<file path="src/rtl/uart_load_ctrl_pkg.sv">
// Shared types and constants for the UART boot-load controller.
package uart_load_ctrl_pkg;

  typedef enum logic [1:0] {
    IDLE = 2'd0,
    LEN  = 2'd1,
    DATA = 2'd2,
    DONE = 2'd3
  } load_state_t;

  localparam int          LOAD_LEN_BYTES = 4;
  localparam logic [31:0] ADDR_STRIDE    = 32'd4;

endpackage

</file>
<file path="src/rtl/uart_load_ctrl.sv">
// Assembles the UART byte stream into little-endian words and writes them
// to memory port B, then raises uart_finish to release the core.
//
// state | meaning
// IDLE  | waiting for the first length byte of a frame
// LEN   | collecting length bytes 1..3
// DATA  | assembling payload words and issuing writes
// DONE  | load complete, input ignored until rst
module uart_load_ctrl
  import uart_load_ctrl_pkg::*;
#(
  parameter logic [31:0] BASE_ADDR = 32'h0000_0000,
  parameter int          MAX_WORDS = 16384,
  parameter int          TIMEOUT   = 1_000_000
) (
  input  logic        clk,
  input  logic        rst,
  input  logic        rx_valid,
  input  logic [7:0]  rx_byte,
  output logic [31:0] uart_addr,
  output logic [31:0] uart_data,
  output logic        uart_we,
  output logic        uart_finish,
  output logic        load_err,
  output logic        busy
);

  localparam int         TMR_W    = $clog2(TIMEOUT + 1);
  localparam logic [1:0] LAST_IDX = 2'(LOAD_LEN_BYTES - 1);

  load_state_t       state, state_nxt;
  logic [23:0]       shift;
  logic [1:0]        byte_idx;
  logic [31:0]       n_words;
  logic [31:0]       word_cnt;
  logic [31:0]       next_addr;
  logic [TMR_W-1:0]  tmr;

  logic [31:0]       word;
  logic              active;
  logic              timeout;
  logic              accept;
  logic              last_byte;
  logic              last_write;

  always_ff @(posedge clk) begin
    if (rst) state <= IDLE;
    else     state <= state_nxt;
  end

  always_comb begin
    state_nxt  = state;
    word       = {rx_byte, shift};
    active     = (state == LEN) || (state == DATA);
    // The idle timer is judged on its registered value, so a byte that
    // lands in the expiry cycle loses to the timeout.
    timeout    = active && (tmr == '0);
    accept     = rx_valid && !timeout && (state != DONE);
    last_byte  = accept && (byte_idx == LAST_IDX);
    last_write = uart_we && (word_cnt + 32'd1 == n_words);
    case (state)
      IDLE: if (accept) state_nxt = LEN;
      LEN: begin
        if (timeout) state_nxt = IDLE;
        else if (last_byte) begin
          if (word == 32'd0)                 state_nxt = DONE;
          else if (word > 32'(MAX_WORDS))    state_nxt = IDLE;
          else                               state_nxt = DATA;
        end
      end
      DATA: begin
        if (timeout)         state_nxt = IDLE;
        else if (last_write) state_nxt = DONE;
      end
      DONE:    state_nxt = DONE;
      default: state_nxt = IDLE;
    endcase
  end

  always_ff @(posedge clk) begin
    if (rst) begin
      shift       <= '0;
      byte_idx    <= '0;
      n_words     <= '0;
      word_cnt    <= '0;
      next_addr   <= BASE_ADDR;
      tmr         <= '0;
      uart_addr   <= BASE_ADDR;
      uart_data   <= '0;
      uart_we     <= 1'b0;
      uart_finish <= 1'b0;
      load_err    <= 1'b0;
      busy        <= 1'b0;
    end else begin
      uart_we     <= 1'b0;
      busy        <= (state_nxt == LEN) || (state_nxt == DATA);
      uart_finish <= (state_nxt == DONE);

      if (accept) begin
        shift    <= word[31:8];
        byte_idx <= byte_idx + 2'd1;
      end
      if (timeout) begin
        byte_idx <= '0;
        load_err <= 1'b1;
      end

      if ((state_nxt == LEN) || (state_nxt == DATA))
        tmr <= accept ? TMR_W'(TIMEOUT) : tmr - 1'b1;
      else
        tmr <= '0;

      if ((state == LEN) && last_byte && (word > 32'(MAX_WORDS)))
        load_err <= 1'b1;
      if ((state == LEN) && (state_nxt == DATA)) begin
        n_words   <= word;
        word_cnt  <= '0;
        next_addr <= BASE_ADDR;
        uart_addr <= BASE_ADDR;
      end

      // uart_addr only moves with a new word so it stays valid until the next write.
      if ((state == DATA) && last_byte) begin
        uart_data <= word;
        uart_we   <= 1'b1;
        uart_addr <= next_addr;
        next_addr <= next_addr + ADDR_STRIDE;
      end
      if ((state == DATA) && uart_we)
        word_cnt <= word_cnt + 32'd1;
    end
  end

endmodule

</file>
<file path="config.mk">
export PLATFORM = sky130hd
export DESIGN_NAME = uart_load_ctrl
export DESIGN_NICKNAME = d
export VERILOG_FILES = /design/src/rtl/uart_load_ctrl_pkg.sv /design/src/rtl/uart_load_ctrl.sv
export SDC_FILE = /design/constraint.sdc
export NUM_CORES = 1
export LEC_CHECK = 0
export CAP_MARGIN = 5
export CORE_AREA = 2 2 159 161
export DETAILED_ROUTE_END_ITERATION = 7
export DIE_AREA = 0 0 161 163
export DONT_BUFFER_PORTS = 1
export GPL_TIMING_DRIVEN = 1
export HOLD_SLACK_MARGIN = 0.06
export PLACE_DENSITY_LB_ADDON = 0.2
export SYNTH_ARGS = -nofsm -noshare
export SYNTH_HDL_FRONTEND = slang
export SYNTH_SLANG_ARGS = --single-unit
</file>
<file path="constraint.sdc">
create_clock -name clk -period 4 [get_ports clk]
set_input_delay 0.8 -clock clk [delete_from_list [all_inputs] [get_ports clk]]
set_output_delay 0.8 -clock clk [all_outputs]
set_load 0.02 [all_outputs]
</file>
==> results of run 1 <==
==> registers in the layout, summed over array words and instances, names as in the netlist, 20 cells and up <==
signal,flops
n_words,32
next_addr,30
tmr,20
uart_data,32
uart_addr,30
shift,24
word_cnt,32
==> worst register-to-register path: stages, from the launching register on <==
cell and delay [ps]:
dfxtp_1 310, inv_1 50, ha_1 160, or3b_4 410
or4b_4 520, nor4_4 350, buf_4 180, mux2_2 340
nor2_2 120, a221oi_2 60, ha_1 220, and2_2 200
nor2_2 410, nor2_1 130, a211oi_2 220
==> cell type report <==
cell class,instances,share of cell area (%)
Clock buffer,30,5.81
Clock inverter,11,1.63
Inverter,10,0.335
Multi-Input combinational cell,901,45.9
Sequential cell,208,37.1
Tap cell,330,3.68
Timing Repair Buffer,74,5.51
==> routing by layer <==
metal	vias to the layer above	global-route usage, %	part of all wire [%]
met5	-	0	0
met4	0	3.73	1.3
li1	4306	-	-
met3	30	3.34	5.9
met2	183	29.9	44
met1	4085	29.5	49
==> timing repair <==
| item | in CTS | in global routing |
|---|---|---|
| resized for setup | 1 | 22 |
| cloned | 0 | 0 |
| pin swaps | 0 | 7 |
| endpoints found under the setup margin | 2 | 129 |
| setup buffers | 0 | 2 |
==> cells in the mapped netlist, drive strengths merged, types with 2 or more instances <==
cell	n	share of area (%)
and4	8	0.73
dfxtp	208	43
nor3	22	1.1
and3	17	1.1
a22oi	4	0.31
a21o	2	0.16
clkbuf	57	2.2
xnor2	33	3.0
o41ai	4	0.36
a311oi	12	1.1
o211a	2	0.21
nor2	82	3.3
ha	10	1.3
o21ai	40	2.1
xor2	21	1.9
nand2b	10	0.65
buf	27	2.0
nor4b	3	0.34
or4	14	1.2
and2	9	0.58
a31oi	7	0.45
or2	6	0.39
o211ai	3	0.23
nand3	30	1.6
nor2b	6	0.39
a22o	26	2.4
o31a	2	0.18
nand4	23	1.5
o21a	5	0.39
a211oi	7	0.60
a21oi	159	8.3
a211o	2	0.18
nand3b	8	0.62
o2111ai	5	0.45
o311ai	5	0.45
or4b	2	0.21
a41oi	3	0.27
o31ai	4	0.31
nor4	27	1.9
or3	12	0.78
nand4b	3	0.43
nand2	249	9.8
inv	10	0.39
==> worst max path at each step <==
stage | start | end | slack (ps) | cells past startpoint
after floorplan | word_cnt[0] | word_cnt[18] | 110 | 16
after global placement | rx_byte[0] | word_cnt[7] | -80 | 14
after detailed placement | rx_byte[7] | next_addr[8] | -160 | 12
after CTS | tmr[1] | word_cnt[7] | 7 | 16
after global routing | tmr[0] | next_addr[4] | -40 | 14
final | tmr[1] | next_addr[8] | 220 | 14
==> report_power, final <==
part / internal [mW] / switching (mW) / leakage, nW
Sequential: 2.20 / 0.128 / 1.68
Clock: 1.46 / 0.860 / 0.412
Combinational: 0.676 / 0.797 / 1.83
Total: 4.34 / 1.78 / 3.93
==> cell families (layout without fill, tap and decap cells) <==
group | count (synthesis) | in the layout
xor+xnor | 54 | 54
simple gates | 533 | 533
fa+ha+maj | 10 | 10
other cells | 1 | 2
compound gates | 300 | 300
buf+inv | 94 | 125
mux | 2 | 2
flops | 208 | 208
==> results summary, run 1 <==
Prior to clock tree synthesis, the placed netlist has a worst setup slack of -163 ps. The total wire length came out at 26600 um. The number of pins with negative max-slew slack in the final report came out at 0. The clock-pin slew of the registers on the worst-case setup and hold paths came out at 60 ps. The maximum buffer depth of the clock tree is 3. The Yosys warning count came out at 0. The signal on the critical path passes through inv_1, ha_1, or3b_4, or4b_4, nor4_4, buf_4, mux2_2, nor2_2, a221oi_2, ha_1, and2_2, nor2_2, nor2_1, a211oi_2. The proportion of synthesized area in mux cells is 0.220%. Broken down by cell family, the worst path's largest delay share belongs to simple AND/OR/NAND/NOR gates. The average routed wire per standard cell came out at 17.0 um. Once detailed placement completed, the half-perimeter wirelength came to 18000 um. The initial core utilization is 39.1%. The initial antenna violation count was 0.

The number of remaining DRC errors is 0. The largest individual stage delay along the critical path comes from the cell or4b_4. After floorplanning, the core was sized to cover 24700 um2. For this design the ratio of total power to cell area is 546 nW/um2. The number of buffers inserted during clock tree synthesis is 23. TritonCTS built the clock tree. The leakage power figure is 3.93 nW. The floorplan die height is 163 um. The number of fill cells came out at 2508. The number of setup violations in the final report is 0.

The antenna cell count is 0. The number of design-rule violations left by the first detailed-router iteration came out at 689. Across all register-to-register paths, the minimum setup slack is 220 ps. The basic-gate share of the synthesized area counting and, or, nand and nor cells is 26.7%. The synthesized area per cell came out at 8.03 um2. The final core utilization is 45.5%.

Cells with a size suffix above 1 make up 12.3% of the layout. Entering global routing, the biggest net connects 160 pins. The total power after layout came out at 6.12 mW. For this run, the register share of the synthesized area comes to 43.1%. The post-synth design cell area came out at 9650 um2. The aggregate global routing overflow is 0. The number of buffers inserted by hold repair at cts is 0.

At the worst endpoint, the required time is 4420 ps. The via count of the routed design is 8604. After synthesis, the largest family of logic cells by area is simple AND/OR/NAND/NOR gates.

The depth of the worst register-to-register path came out at 14. For this run, the number of standard cells in the final layout without fillers is 1564. The largest driver fanout on the critical path is 12. The area growth from synthesis to final layout is 16.2%. The top-level port count came out at 79.

The synthesized design contains 208 register bits. In this run the remaining antenna-violating nets after routing total 0. Along the worst hold path, the cell count comes to 1. The tightest hold path in the finished design has a slack of 379 ps. In the layout the commonest cells are 247 x nand2_1, 207 x dfxtp_1, 158 x a21oi_1.

The area of the multi-input gates came out at 5150 um2. The highest clock rate is 0.265 GHz. Setup total negative slack on the finished layout was measured at 0 ps. After synthesis, the netlist uses 72 different library cells.

The full die area is 26200 um2. The share of flip-flops with an asynchronous set or reset after synthesis is 0%. The measured slew at the worst slew-check pin is 1120 ps. Together, buffers and inverters on the worst path number 2. The sequential cell area is 4170 um2.

The aggregate global-route resource usage came out at 19.7%. The headroom to the max-slew limit came out at 25.2%. The tool flagged a number of max-cap violations equal to 0. The first-pass GRT wire length came out at 42800 um. The root cell of the clock tree is clkbuf_16. The clock network latency to the later pin of the worst-skew pair is 510 ps. The hold violation count in the final report was 0.

The total placed cells including tap cells is 1521. The worst flop-to-flop path endpoint is next_addr[8]. At the end of routability-driven placement, the weighted congestion stood at 0.887. The stage delay of the slowest cell on the critical path came out at 520 ps.

The deepest level of the CTS H-tree came out at 1. The count of mapped cells out of synthesis came out at 1202. The clock skew after layout came out at 17.4 ps. The largest vdd supply drop came out at 0.505 mV. The shortest clock period the worst path allows after layout is 3780 ps. The setup slack of the critical path after layout came out at 224 ps. The first-pass iteration count of the detailed router came out at 5. The share of synthesized cell area in full adder, half adder and majority cells is 1.30%. The initialized floorplan defines 58 standard-cell rows.

STA classifies the critical path endpoint as a flop. The area of placed instances came out at 10300 um2. In this run, synthesis inferred 0 flip-flops with an integrated enable. The most instantiated flip-flop cell in the synthesis netlist is dfxtp_1. The number of sinks handled by clock tree synthesis is 208. The startpoint identified for the worst hold timing path is rst. Setup repair after global routing could not meet its margin everywhere. For hold timing, the worst endpoint is next_addr[26]. The synthesized netlist devotes 4.90% of its cell area to XOR and XNOR gates. The run finished with clean final reports. Leaving out fill and tap cells, the most frequent cell in the layout is nand2_1. After layout, the worst path uses 94.4% of the clock period. The die width is 161 um.

The tightest min-delay check is of the input port to flop type. The compound-cell area share of the yosys netlist came out at 19.1%. STA classifies the critical path startpoint as a flop. Summing all non-filler instances in the final layout gives an area of 11200 um2.

The post-layout net count is 1239. The kind of critical path is flop to flop. The number of global-route vias before repair is 7815. The arrival time of the worst setup path is 4200 ps. The vias per cell is 5.50. The count of buffers inserted at the top-level ports is 0. In this run the critical register-to-register path is launched from tmr[1].
(Power assumes the default switching activity.)
==> inputs of run 2 (changes only) <==
--- a/config.mk
+++ b/config.mk
@@ -13,6 +13,7 @@
 export GPL_TIMING_DRIVEN = 1
 export HOLD_SLACK_MARGIN = 0.06
 export PLACE_DENSITY_LB_ADDON = 0.2
+export SETUP_SLACK_MARGIN = 0.4
 export SYNTH_ARGS = -nofsm -noshare
 export SYNTH_HDL_FRONTEND = slang
 export SYNTH_SLANG_ARGS = --single-unit
==> run 2 against run 1 <==
  * Worst hold slack got worse by 13 ps
  * Routed wire length rose by 1.3%
  * Clock-buffer cell count rose by 2
  * Flip-flop and latch count did not move
  * Sequential share of layout area fell by 0.49 points
  * Via count rose by 2.2%
  * Register-to-register slack improved by 270 ps
  * Global-route usage fell by 0.12 points
==> results summary, run 2 (synthesis results as in run 1) <==
The final critical-path share of the clock period came out at 87.7% (-6.7 points). The top-level port count is 79 (unchanged). The die width is 161 um (unchanged). The number of max-cap violations came to 0 (unchanged). The area of placed instances came out at 10100 um2 (-1.8%). The data required time of the worst path is 4410 ps (about the same). The number of standard-cell rows in the floorplan came out at 58 (unchanged). The vias per cell is 5.62 (+2.1%). The number of setup violations in the final report was 0 (unchanged). The total wire length came out at 26900 um (+1.3%). The measured slew at the worst slew-check pin is 1130 ps (+9.82 ps). TritonCTS built the clock tree. The headroom to the max-slew limit was 24.6% (-0.66 points). The clock skew after layout came out at 13.4 ps (-3.97 ps).

The first-pass iteration count of the detailed router was 5 (unchanged). Compared with the post-synthesis result, the final layout area differs by 18.4%. The stage delay of the slowest cell on the critical path is 420 ps (-100 ps). The number of buffers inserted during clock tree synthesis is 23 (unchanged). Leaving out fill and tap cells, the most frequent cells in the layout are 242 x nand2_1, 192 x dfxtp_1, 156 x a21oi_1.

The path class of the tightest hold or removal check is input port to flop. The met3 layer usage reported by global route came out at 4.02% (+0.69 points). The root cell of the clock tree is clkbuf_16. The aggregate negative setup slack came out at 0 ps (unchanged).

The final non-filler cell area is 11400 um2 (+1.9%). The number of pins with negative max-slew slack in the final report came to 0 (unchanged). The fraction of layout cells with a size suffix above 1 is 16.5% (+4.2 points).

Setup repair after global routing could not meet its margin everywhere. The number of design-rule violations left by the first detailed-router iteration was 836 (+21%). The largest driver fanout on the critical path is 7 (-5). The library cell used most frequently in the layout, excluding fill and tap cells, is nand2_1. The kind of cell with the highest combined delay along the critical path is simple AND/OR/NAND/NOR gates. The flow ran to the end, and the final reports show no timing, DRC or antenna violations. The average routed wire per standard cell is 17.2 um (+1.1%). The first-pass GRT wire length came to 42600 um (-0.53%). The arrival time of the worst setup path is 3920 ps (-280 ps). The number of fill cells is 2500 (-0.32%).

The count of non-filler cells in the finished layout is 1566 (+0.13%). The deepest level of the CTS H-tree was 1 (unchanged). The worst setup path is launched from a flop. The aggregate global-route resource usage is 19.6% (-0.12 points). The floorplan die height was 163 um (unchanged). The final weighted congestion in routability-driven placement is 0.972 (+9.5%). The initial antenna violation count came to 0 (unchanged). The clock network latency to the later pin of the worst-skew pair is 520 ps (about the same). The number of nets still failing antenna checks after routing came out at 0 (unchanged).

The hold violation count in the final report came out at 0 (unchanged). The clock-pin slew of the registers on the worst-case setup and hold paths came out at 60 ps (about the same). The half-perimeter wire length after placement came out at 17800 um (-1.5%). After global routing, the most crowded layer is met1. The combined buffer and inverter count along the critical path is 3 (+1).

The maximum buffer depth of the clock tree is 3 (unchanged). The number of remaining DRC errors came out at 0 (unchanged). The antenna cell count was 0 (unchanged). The largest vdd supply drop came out at 0.543 mV (+7.5%). The critical path in this run is classified as flop to flop. The power per cell area came out at 538 nW/um2 (-1.5%). The number of global-route vias before repair is 7858 (+0.55%). The sequential cell area is 4190 um2 (+0.57%).

The area inside the core boundary is 24700 um2 (unchanged). The initial core utilization is 39.1% (unchanged). The count of buffers inserted at the top-level ports came to 0 (unchanged). The total power after layout is 6.15 mW (+0.37%). The shortest clock period the worst path allows after layout came out at 3510 ps (-267 ps). The area of the multi-input gates is 5360 um2 (+4.1%).

The via count of the routed design is 8797 (+2.2%). The signal on the critical path passes through buf_6, and4_4, nand4_1, buf_4, or4_4, a2111oi_4, nand4_1, a221oi_4, ha_2, and2_4, nor2_4, buf_6, a21o_1, a21oi_2, nor2_1. The number of sinks handled by clock tree synthesis came out at 208 (unchanged). The met1 track demand over resource was 29.1% (-0.36 points). The met2 usage in global routing is 29.0% (-0.84 points). The total placed cells including tap cells is 1501 (-1.3%). The leakage power figure is 4.00 nW (+1.9%). The capturing element type of the critical path is a flop.

The maximum number of pins on one net before global-route repair was 160 (unchanged). The largest registers in the layout are n_words x32, uart_data x32, word_cnt x32. The post-layout net count was 1240 (+0.081%). The aggregate global routing overflow came to 0 (unchanged). The slowest library cell on the worst path is or4_4. The highest clock rate was 0.285 GHz (+7.6%). The full die area came out at 26200 um2 (unchanged).
run 2: layout make-up:
class	count	area share, %
clock buffers	32	5.94
clock inverters	10	1.17
inverters	10	0.328
multi-input cells	901	46.9
flip-flops and latches	208	36.6
well taps	330	3.61
repair buffers	75	5.44
run 2: metrics by stage:
step                hold WS [ps]  setup slack [ps]  util [%]
floorplan                    422               408         -
global placement             438               137      40.9
detailed placement           450              89.6      40.9
CTS                          340               391      45.0
global route                 335               251      46.3
finish                       365               490      46.3
run 2: path summary, 6_finish.rpt:
| check | endpoint | slack (ps) | depth (start not counted) | start |
|---|---|---|---|---|
| hold reg to reg | n_words[14] | 470 | 2 | n_words[14] |
| hold / removal | next_addr[8] | 370 | 1 | rst |
| setup reg to reg | word_cnt[16] | 490 | 15 | word_cnt[1] |
| setup / recovery | word_cnt[16] | 490 | 15 | word_cnt[1] |
run 2: repair_timing:
item / in CTS / in global routing
gates resized for setup: 33 / 80
endpoints found under the setup margin: 122 / 139
buffers inserted: 11 / 9
cloned: 0 / 3
pin swaps: 12 / 17
hold buffers: 0 / 0
run 2: where the power goes:
part,internal (mW),switching (mW)
Clock,1.38,0.867
Combinational,0.738,0.833
Sequential,2.20,0.131
Total,4.32,1.83
run 2: routing by layer:
metal	wire length [um]	vias up
li1	-	4324
met1	12900	4166
met2	11700	269
met3	1830	38
met4	462	0
met5	0	-
==> RTL edit: new RTL, config.mk and constraints of run 1 <==
Encoding of `load_state_t`: now one-hot (4 bits for 4 states).
--- a/src/rtl/uart_load_ctrl_pkg.sv
+++ b/src/rtl/uart_load_ctrl_pkg.sv
@@ -3,7 +3,7 @@
 
-  typedef enum logic [1:0] {
-    IDLE = 2'd0,
-    LEN  = 2'd1,
-    DATA = 2'd2,
-    DONE = 2'd3
+  typedef enum logic [3:0] {
+    IDLE = 4'b0001,
+    LEN  = 4'b0010,
+    DATA = 4'b0100,
+    DONE = 4'b1000
   } load_state_t;
Function: no difference found for any inputs over 10 cycles, from zero or initial values and one cycle with rst high; not proved beyond that.
==> RTL edit against run 1 <==
Design area decreased by 5.5%. First-iteration DRC count decreased by 30%. Die area unchanged. Routed wire length decreased by 11%. Non-clock buffer count decreased by 54. Fmax increased by 8.6%. Synthesized area decreased by 1.9%. Sequential cell count increased by 2. Sequential share of layout area increased by 2.5 points. Worst setup slack improved by 0.30 ns. Synthesized cell count decreased by 4.6%. Critical endpoint is now tmr[17].
Power is not compared: it rests on default switching activity, and its combinational part moved more than twofold at a synthesized area within 25%.
==> RTL edit: results (changes against run 1) <==
Worst setup path
  • Reg2Reg Depth: 10 (-4)
  • Maximum fanout along the worst path: 21 (+9)
  • Launch point of the worst reg-to-reg path: word_cnt[0]
  • Reg-to-reg endpoint: tmr[17]
  • Max stage delay cell, worst path: or4_4
  • CP max stage delay: 0.62 ns (+0.10 ns)
  • WP data arrival: 3.87 ns (-0.33 ns)
  • FF-to-FF setup slack: 0.52 ns (+0.30 ns)

Placed design
  • Pre-CTS setup slack: 0.5569 ns (+0.7195 ns)
  • GP Congestion: 0.7693 (-13%)
  • HPWL after DPL: 15640 µm (-13%)

Synth
  • Synth cell types: 70 (-2.8%)
  • Synth Area in Adders: 0.6602% (-0.64 points)
  • Largest cells by area after synthesis: dfxtp_1 (44%), nand2_1 (8.8%), a21oi_1 (6.0%)
  • Commonest cells in the synthesized netlist: nand2_1 (221), dfxtp_1 (210), a21oi_1 (114), nor2_1 (92), clkbuf_1 (54)
  • Proportion of synthesized area in mux cells: 0.4358% (+0.22 points)
  • Seq/Total Area, Yosys: 44.37% (+1.2 points)
  • Synth Area in XOR/XNOR: 6.378% (+1.5 points)

Power
  • Total leakage power: 3.625 nW

Detailed routing
  • Final wirelength: 23740 µm (-11%)
  • Drt pass-1 iters: 4 (-1)
  • Via density: 5.358 (-2.6%)
  • DR iter-0 viols: 484 (-30%)

Final layout
  • Fillcell total: 2525 (+0.68%)
  • Share of cells above drive strength 1: 8.979% (-3.3 points)
  • NumNets Final: 1133 (-8.6%)

Global route
  • GRT Util Overall: 17.78% (-1.9 points)
  • Vias in the first global route: 7481 (-4.3%)
  • Largest net degree at the start of global routing: 130 (-19%)
  • First-pass GRT wire length: 39140 µm (-8.5%)

Timing
  • Worst Tran Pin Value: 1.006 ns (-0.1145 ns)
  • Final Skew: 0.03217 ns (+0.01481 ns)

Clocking
  • # resized after CTS: 0 (-1)
  • Clock Pin Slew Worst Setup and Hold Paths: 0.06 ns (about the same)
  • Clk_lat worst skew: 0.55 ns (+0.04 ns)

Worst hold path
  • Hold crit path type: input pin to flip-flop

Run status
  • Status: completed
[RTL edit: cell count changes in the layout (fill, tap and decap cells not counted), sizes merged, moves of 15 or more]
cell   delta
nor4     +15
nand2    -28
buf      -54
nor3     +16
a21oi    -45
[RTL edit: stage by stage]
stage          hold WS, ns  std cells  total power, mW  area, µm²
5_1_grt             0.3542       1466            5.095      10600
3_3_place_gp        0.4536       1420            2.549       9707
2_1_floorplan       0.4351       1148            2.498       9479
3_5_place_dp        0.4546       1420            2.548       9707
4_1_cts             0.3277       1466            4.971      10600
6_report            0.3750       1466            4.902      10600
[RTL edit: cells by family (layout without fill, tap and decap cells)]
group / Yosys count / count (layout)
simple gates: 530 / 530
compound gates: 240 / 240
flops: 210 / 210
buf+inv: 88 / 76
xor+xnor: 69 / 69
fa+ha+maj: 5 / 5
mux: 4 / 4
other cells: 1 / 2
[RTL edit: worst reg2reg max path, cell delays in order, from the launching register on]
cell and delay [ns]:
dfxtp_1 0.45, ha_1 0.32, nand3_2 0.16, or4_4 0.62, nor3_4 0.29, mux2_1 0.38
nor4_2 0.30, nand4_2 0.24, nor2_4 0.15, buf_4 0.29, nor4_1 0.12
[RTL edit: cell type report]
cell class / instances / share of cell area [%]
multi-input combinational: 850 / 46.27
sequential: 210 / 39.68
clock buffer: 36 / 6.956
tap: 330 / 3.897
clock inverter: 10 / 1.429
timing repair buffer: 20 / 1.417
inverter: 10 / 0.3543
[RTL edit: per-layer routing]
metal | share of wire (%) | vias up | global-route usage, % | wire length (µm)
met5 | 0 | - | 0 | 0
met1 | 48 | 3691 | 24.57 | 11380
met2 | 46 | 139 | 28.81 | 10880
met3 | 4.6 | 32 | 3.438 | 1104
met4 | 1.6 | 0 | 4.058 | 385
li1 | - | 3993 | - | -
[RTL edit: worst max-delay path by stage]
stage                startpoint      end  slack, ns  depth (start not counted)
finish              word_cnt[0]  tmr[17]       0.52                         10
CTS                 word_cnt[0]   tmr[2]       0.50                         10
global route        word_cnt[0]  tmr[15]       0.29                         10
global placement    word_cnt[0]   tmr[3]       0.63                         10
floorplan           word_cnt[0]  tmr[10]       1.03                         10
detailed placement  word_cnt[0]   tmr[3]       0.56                         10
[RTL edit: power groups by stage]
stage / clock [mW] / sequential, mW / combinational (mW)
finish: 2.40 / 2.18 / 0.326
global placement: 0 / 2.22 / 0.326
floorplan: 0 / 2.21 / 0.286
CTS: 2.46 / 2.18 / 0.328
detailed placement: 0 / 2.22 / 0.324
global route: 2.54 / 2.18 / 0.367
